$ cat config.mk
export PLATFORM = sky130hd
export DESIGN_NAME = snake_ctrl
export DESIGN_NICKNAME = d
export VERILOG_FILES = /design/src/rtl/snake_ctrl.sv
export SDC_FILE = /design/constraint.sdc
export NUM_CORES = 1
export LEC_CHECK = 0
export BUFFER_PORTS_ARGS = -buffer_cell sky130_fd_sc_hd__buf_2
export CAP_MARGIN = 20
export CORE_ASPECT_RATIO = 2
export CORE_UTILIZATION = 50
export CTS_CLUSTER_DIAMETER = 100
export DETAILED_ROUTE_END_ITERATION = 8
export GPL_TIMING_DRIVEN = 0
export PLACE_DENSITY_LB_ADDON = 0.08
export SLEW_MARGIN = 20
export SYNTH_ARGS = -nofsm -noshare
export SYNTH_HDL_FRONTEND = slang
export SYNTH_SLANG_ARGS = --single-unit
$ cat constraint.sdc
create_clock -name clk -period 14 [get_ports clk]
set_clock_uncertainty 0.1 [all_clocks]
set_input_delay 0.7 -clock clk [delete_from_list [all_inputs] [get_ports clk]]
set_output_delay 0.7 -clock clk [all_outputs]
set_load 0.03 [all_outputs]
$ cat src/rtl/snake_ctrl.sv
// Snake game logic: body storage, tick-paced movement, collision detection and
// per-pixel classification for the downstream VGA display.
module snake_ctrl #(
  parameter int MAX_LEN     = 16,
  parameter int STEP_CYCLES = 6250000,
  parameter int INIT_X      = 20,
  parameter int INIT_Y      = 15
) (
  input  logic       clk,
  input  logic       rst,
  input  logic       key_up,
  input  logic       key_down,
  input  logic       key_left,
  input  logic       key_right,
  input  logic       start,
  input  logic [9:0] x_pos,
  input  logic [9:0] y_pos,
  input  logic [5:0] apple_x,
  input  logic [4:0] apple_y,
  output logic [1:0] snake,
  output logic       apple_eaten,
  output logic       game_over,
  output logic [4:0] length
);

  localparam int TW = (STEP_CYCLES > 1) ? $clog2(STEP_CYCLES) : 1;

  typedef enum logic [1:0] {S_IDLE, S_PLAY, S_DEAD} state_t;
  typedef enum logic [1:0] {D_UP, D_DOWN, D_LEFT, D_RIGHT} dir_t;

  function automatic dir_t opposite(input dir_t d);
    case (d)
      D_UP:    return D_DOWN;
      D_DOWN:  return D_UP;
      D_LEFT:  return D_RIGHT;
      default: return D_LEFT;
    endcase
  endfunction

  state_t        r_state, w_state_nxt;
  dir_t          r_dir, r_pend;
  logic [TW-1:0] r_tick;
  logic [5:0]    r_seg_x [MAX_LEN];
  logic [4:0]    r_seg_y [MAX_LEN];
  logic [4:0]    r_len;
  logic [1:0]    r_snake_p1;
  logic          r_eaten, r_game_over;

  logic       w_step, w_restart, w_req_vld, w_wall, w_eat, w_self, w_die, w_body;
  dir_t       w_req;
  logic [5:0] w_nh_x, w_cx, w_cy;
  logic [4:0] w_nh_y;
  logic [1:0] w_pix;

  assign w_step    = (r_state == S_PLAY) && (r_tick == TW'(STEP_CYCLES - 1));
  assign w_restart = (r_state == S_DEAD) && start;

  always_comb begin
    w_req_vld = 1'b1;
    w_req     = D_RIGHT;
    if (key_up)         w_req = D_UP;
    else if (key_down)  w_req = D_DOWN;
    else if (key_left)  w_req = D_LEFT;
    else if (key_right) w_req = D_RIGHT;
    else                w_req_vld = 1'b0;
  end

  // Candidate head and its collisions; the tail only counts when the snake grows
  always_comb begin
    w_nh_x = r_seg_x[0];
    w_nh_y = r_seg_y[0];
    case (r_pend)
      D_UP:    w_nh_y = r_seg_y[0] - 5'd1;
      D_DOWN:  w_nh_y = r_seg_y[0] + 5'd1;
      D_LEFT:  w_nh_x = r_seg_x[0] - 6'd1;
      default: w_nh_x = r_seg_x[0] + 6'd1;
    endcase
    w_wall = (w_nh_x == 6'd0) || (w_nh_x == 6'd39) || (w_nh_y == 5'd0) || (w_nh_y == 5'd29);
    w_eat  = (w_nh_x == apple_x) && (w_nh_y == apple_y);
    w_self = 1'b0;
    for (int i = 0; i < MAX_LEN; i++) begin
      if (((5'(i) < r_len - 5'd1) || (w_eat && (5'(i) == r_len - 5'd1))) &&
          (r_seg_x[i] == w_nh_x) && (r_seg_y[i] == w_nh_y))
        w_self = 1'b1;
    end
    w_die = w_wall || w_self;
  end

  always_comb begin
    w_state_nxt = r_state;
    case (r_state)
      S_IDLE:  if (start) w_state_nxt = S_PLAY;
      S_PLAY:  if (w_step && w_die) w_state_nxt = S_DEAD;
      S_DEAD:  if (start) w_state_nxt = S_PLAY;
      default: w_state_nxt = S_IDLE;
    endcase
  end

  always_ff @(posedge clk) begin
    if (rst) begin
      r_state     <= S_IDLE;
      r_tick      <= '0;
      r_eaten     <= 1'b0;
      r_game_over <= 1'b0;
    end else begin
      r_state     <= w_state_nxt;
      r_eaten     <= w_step && !w_die && w_eat;
      r_game_over <= (w_state_nxt == S_DEAD);
      if ((w_state_nxt != r_state) || (r_state != S_PLAY) || w_step) r_tick <= '0;
      else                                                            r_tick <= r_tick + TW'(1);
    end
  end

  always_ff @(posedge clk) begin
    if (rst || w_restart) begin
      r_dir  <= D_RIGHT;
      r_pend <= D_RIGHT;
      r_len  <= 5'd3;
      for (int i = 0; i < MAX_LEN; i++) begin
        r_seg_x[i] <= (i < 3) ? 6'(INIT_X - i) : 6'(INIT_X - 2);
        r_seg_y[i] <= 5'(INIT_Y);
      end
    end else begin
      if (w_req_vld && (w_req != opposite(r_dir))) r_pend <= w_req;
      if (w_step) r_dir <= r_pend;
      if (w_step && !w_die) begin
        for (int i = 1; i < MAX_LEN; i++) begin
          r_seg_x[i] <= r_seg_x[i-1];
          r_seg_y[i] <= r_seg_y[i-1];
        end
        r_seg_x[0] <= w_nh_x;
        r_seg_y[0] <= w_nh_y;
        if (w_eat && (r_len < 5'(MAX_LEN))) r_len <= r_len + 5'd1;
      end
    end
  end

  assign w_cx = x_pos[9:4];
  assign w_cy = y_pos[9:4];

  always_comb begin
    w_body = 1'b0;
    for (int i = 1; i < MAX_LEN; i++) begin
      if ((5'(i) < r_len) && (r_seg_x[i] == w_cx) && ({1'b0, r_seg_y[i]} == w_cy))
        w_body = 1'b1;
    end
    w_pix = 2'b00;
    if ((x_pos < 10'd640) && (y_pos < 10'd480)) begin
      if ((w_cx == 6'd0) || (w_cx == 6'd39) || (w_cy == 6'd0) || (w_cy == 6'd29))
        w_pix = 2'b11;
      else if ((w_cx == r_seg_x[0]) && (w_cy == {1'b0, r_seg_y[0]}))
        w_pix = 2'b01;
      else if (w_body)
        w_pix = 2'b10;
    end
  end

  // Pixel stage p1: one-cycle classified output
  always_ff @(posedge clk) begin
    if (rst) r_snake_p1 <= 2'b00;
    else     r_snake_p1 <= w_pix;
  end

  assign snake       = r_snake_p1;
  assign apple_eaten = r_eaten;
  assign game_over   = r_game_over;
  assign length      = r_len;

endmodule

; After elaboration in Yosys (flattened, before gate mapping)
; Memories as Yosys holds them, arrays and structs flattened.
; Index checks and enable logic that the tools add are counted.
[totals]
out_inout_bits = 9
inputBits = 38
ff_bits = 38
ramBits = 176
n_memories = 2
elab_cells = 393
[classes]
n_reduce_logical = 128
n_eq_ne = 96
bitwise = 33
n_addsub = 7
n_mux = 85
magnitude_cmp = 34
[mem_list]
columns = name, words, word_bits, read_ports, rd_clocked_by_memory_dff, wr, line
row1 = r_seg_x, 16, 6, 16, 0, 16, 43  ; logic [5:0] r_seg_x [MAX_LEN];
row2 = r_seg_y, 16, 5, 16, 0, 16, 44  ; logic [4:0] r_seg_y [MAX_LEN];
[ops]
columns = op, count
row1 = 6-bit equality test, 33
row2 = 6-bit two-way mux, 16
row3 = 5-bit by 6-bit equality test with 1-bit output, 15
row4 = 1-bit logical AND, 88
row5 = 5-bit equality test, 17
row6 = "4-bit by 5-bit < comparator with 1-bit output, first input constant", 16
row7 = 5-bit two-way mux, 16
row8 = 1-bit two-way mux, 41
row9 = "4-bit by 5-bit equality test with 1-bit output, first input constant", 8
row10 = "3-bit by 5-bit < comparator with 1-bit output, first input constant", 8
row11 = 1-bit bitwise OR, 32
row12 = 1-bit logical OR, 26
row13 = "23-bit by 1-bit adder with 23-bit output, second input constant", 1
row14 = "23-bit equality test, second input constant", 1
row15 = "3-bit by 5-bit equality test with 1-bit output, first input constant", 4
row16 = "2-bit by 5-bit < comparator with 1-bit output, first input constant", 4
row17 = 6-bit logical NOT, 3
row18 = 2-bit two-way mux, 8
row19 = "1-bit by 5-bit < comparator with 1-bit output, first input constant", 3
row20 = "6-bit equality test, second input constant", 2
row21 = 6-bit one-hot mux with 2 select lines, 1
row22 = "5-bit by 1-bit adder with 5-bit output, second input constant", 2
row23 = "2-bit by 5-bit equality test with 1-bit output, first input constant", 2
row24 = 5-bit logical NOT, 2
row25 = 22 further kinds, 34

; Logic depth before layout (Yosys ltp)
[depth]
depth_word = 33
mapped_depth = 22
depth_no_buf = 15

; Worst setup path before layout
; OpenSTA, ideal clock, no wires.
[synth_timing]
path_kind = register -> register
from = mem r_seg_y[0][0]
to = mem r_seg_x[0][0], enable pin
required_time_ns = 13.427
setup_slack_ns = 6.516
stages_incl_launch_ff = 18
setup_time_ns = 0.473
synth_period_minus_slack_ns = 7.484
path_buffers = 5
arrival_time_ns = 6.911
cell_sequence = edfxtp_1 > buf_2 > buf_1 > inv_1 > fa_1 > nor2b_1 > o22ai_1 > mux2_2 > nor2_1 > o211a_1 > clkbuf_1 > a311o_1 > o2bb2ai_1 > or4_4 > or4_1 > buf_2 > clkbuf_1 > nand2_1
[synth_rtl]
columns = element, line
row1 = from (decl), 44
row2 = to (decl), 43

==> flow_summary.yaml <==
synthesis:
  synth_cell_types: 82
  synth_top_family_by_area: "XOR/XNOR gates"
  syn_avg_cell_area_um2: 9.08
  synth_edf_count: 110
  synthAdderAreaFrac: 0.0100
  synth_xor_area_frac: 0.245
  synth_nets: 1643
  ys.flop_type: "edfxtp_1"
  yosysSeqAreaShare: 0.372
  ys_async_sr_fraction: 0
  syn_area_mm2: 0.0145
  yosys.area_share.simple: 0.226
  synth_mux_area_frac: 0.0117
  synth_compound_area_frac: 0.0941
  ys_warn_count: 0
  ys_seq_elements: 214
  synthCells: 1594
worst_setup_path:
  startpoint_type: "flop"
  r2r-end: "r_seg_x[0][2]"
  crit_path_end_kind: "flop"
  rr_startpoint: "r_seg_y[0][0]"
  path_max_fanout: 57
  ff2ff_path_depth: 19
  critPathArrivalTime_ns: 8.72
  critPathRequiredTime_ns: 14.13
  crit_type: "reg -> reg"
  r2r_setup_slack_ns: 5.41
cts:
  cts_max_path_buffers: 3
  cts_tree: "done"
  cts_buffers: 21
  clock_latency_ns: 0.53
  htree_levels: 1
  cts.repair.resized: 0
  clk_pin_slew_worst_paths_ns: 0.07
  root_buffer: "clkbuf_16"
  ctsHoldBuffers: 0
  postCtsSetupBuffers: 0
  cts.sinks: 214
die:
  io_pins: 47
  start_util: 0.511
  floorplan.die.height_um: 243
  rows: 87
  dieArea_mm2: 0.0297
  core_area_mm2: 0.0283
  die_x_um: 122
place:
  numPortBuffers: 26
  dpl.cell_count: 1978
  dp_hpwl_um: 46200
  dp_slack_ns: 5.72
  place_congestion: 1.01
final_layout:
  syn_to_final_growth_pct: 9.52
  multi_input_area_mm2: 0.00852
  antenna-diode-count: 0
  drive_above_1_share: 0.0723
  final_cells: 2016
  nets: 1695
  mostFrequentLayoutCells: "207 x xnor2_1, 178 x nand2_1, 176 x xor2_1, 110 x edfxtp_1, 104 x dfxtp_1"
  seqCellArea_mm2: 0.00539
  final_common_cell: "xnor2_1"
  n_fill_cell: 2682
grt:
  grt_pass1_vias: 12600
  grt_pass1_wl_um: 85400
  use_met3: 0.0658
  antenna_found_initial: 1
  grt_util_met2: 0.675
  grt_util_all_layers: 0.413
  grt-busiest-layer: "met2"
  grt_max_degree: 58
  met1_usage: 0.429
  grt.overflow.total: 0
drt:
  drtIter0Drc: 1120
  vias: 12800
  avgRoutedWirePerCell_um: 29.9
  dr.pass1.iters: 5
  viasPerCell: 6.36
  ant_nets: 0
  drc: 0
  drt-total-wl_um: 60200
timing:
  fin_tns_setup_ns: 0
  tightest_slew_ns: 1.18
  period_minus_slack_ns: 8.59
  max_freq_mhz: 116
  finalHoldViolCount: 0
  finalSetupViolCount: 0
  rsz0062_at_grt: "no"
  max-slew-margin-rel: 0.214
  period_share: 0.614
  layout_setup_ws_ns: 5.41
  drv_slew: 0
min_path:
  hp-start: "r_tick[0]"
  min_to: "r_tick[0]"
  hold_class: "reg -> reg"
  holdPathStages: 1
pwr:
  power_leakage_nw: 5.49
  vdd_drop_max_mv: 0.113
  power.density_mw_per_mm2: 94.2
job:
  maxCapViolCount: 0
status:
  status: "finished, final reports clean"
## synth_stat cells (all sizes together) (4+ instances only)
cell type	n	share of area
o21a	4	0.0021
a21boi	6	0.0031
a32oi	4	0.0024
nand2b	58	0.025
and3	59	0.026
a41oi	7	0.0042
nor3	33	0.011
xor2	176	0.11
nand3	66	0.023
xnor2	210	0.13
mux2i	9	0.0062
o22ai	8	0.0035
a221oi	4	0.0024
nor2b	10	0.0043
o221ai	4	0.0024
or4	21	0.011
dfxtp	104	0.14
o2111ai	6	0.0036
clkbuf	72	0.019
xnor3	6	0.0093
ha	10	0.0086
nor2	72	0.019
a2111oi	9	0.0054
nor3b	8	0.0042
edfxtp	110	0.23
nand2	179	0.046
a31oi	10	0.0043
nand4	49	0.021
a211oi	8	0.0042
buf	46	0.015
nor4	45	0.023
o21ai	23	0.0082
inv	28	0.0073
o211ai	6	0.0031
o31ai	4	0.0021
or3	6	0.0026
a21oi	57	0.021
## report_power, final
group          leakage [nW]  switching, mW  total, mW  internal (mW)
Clock                 0.349          0.269      0.619          0.350
Sequential             1.77         0.0140      0.678          0.664
Combinational          3.38          0.132      0.196         0.0637
## logic make-up after synthesis
| kind of cell | Yosys count |
|---|---|
| and+or+nand+nor | 624 |
| xor gates and xnor gates | 392 |
| DFF | 214 |
| AOI/OAI and AO/OA | 193 |
| buffers and inverters | 146 |
| muxes | 14 |
| adders and majority gates | 11 |
## worst max path at each step
stage,from,endpoint,slack (ns)
2_1_floorplan,r_seg_y[0][0],r_seg_x[0][0],6.52
3_3_place_gp,r_seg_y[0][0],r_seg_x[0][39],2.93
3_5_place_dp,r_seg_y[0][0],r_seg_x[0][39],5.72
4_1_cts,r_seg_y[0][0],r_seg_x[0][39],5.69
5_1_grt,r_seg_y[0][0],r_seg_y[0][4],5.17
6_report,r_seg_y[0][0],r_seg_x[0][2],5.41
## per-layer routing
| metal | wire length, µm | part of all wire |
|---|---|---|
| met2 | 29000 | 0.48 |
| met3 | 3710 | 0.062 |
| met4 | 7490 | 0.12 |
| met1 | 20000 | 0.33 |
| met5 | 0 | 0 |
## critical path: stages (launching register included)
cell and delay, ns:
edfxtp_1 0.34, buf_2 0.37, buf_1 0.66, inv_1 0.21, fa_1 0.58, clkbuf_1 0.27
buf_1 0.66, o221ai_1 0.22, a222oi_1 0.64, buf_2 0.31, o2111ai_1 0.15, a2111oi_0 0.88
a2bb2oi_1 0.15, o2111ai_1 0.12, or4_1 0.32, or4_1 0.17, buf_2 0.23, clkbuf_1 0.72
nand2_4 0.63, buf_16 0.42
## flip-flops by register name, indices dropped and copies added, names as in the netlist
signal	flops
apple_eaten	1
game_over	1
length	5
r_dir	2
r_pend	2
r_seg_x	96
r_seg_y	80
r_state	2
r_tick	23
snake	2
## cell type report
cell class	instances	share of cell area
Buffer	118	0.0306
Clock buffer	26	0.0389
Clock inverter	11	0.00718
Inverter	28	0.00663
Multi-Input combinational cell	1234	0.538
Sequential cell	214	0.340
Tap cell	356	0.0281
Timing Repair Buffer	29	0.0110
## through the flow
step | instance area [µm²] | hold WS (ns) | util | power (mW)
detailed placement | 15100 | 0.354 | 0.534 | 0.879
finish | 15800 | 0.365 | 0.560 | 1.49
CTS | 15800 | 0.371 | 0.560 | 1.49
floorplan | 14500 | 0.330 | - | 0.810
global route | 15800 | 0.429 | 0.560 | 1.53
global placement | 15000 | 0.351 | 0.532 | 0.879
(Power assumes the default switching activity.)
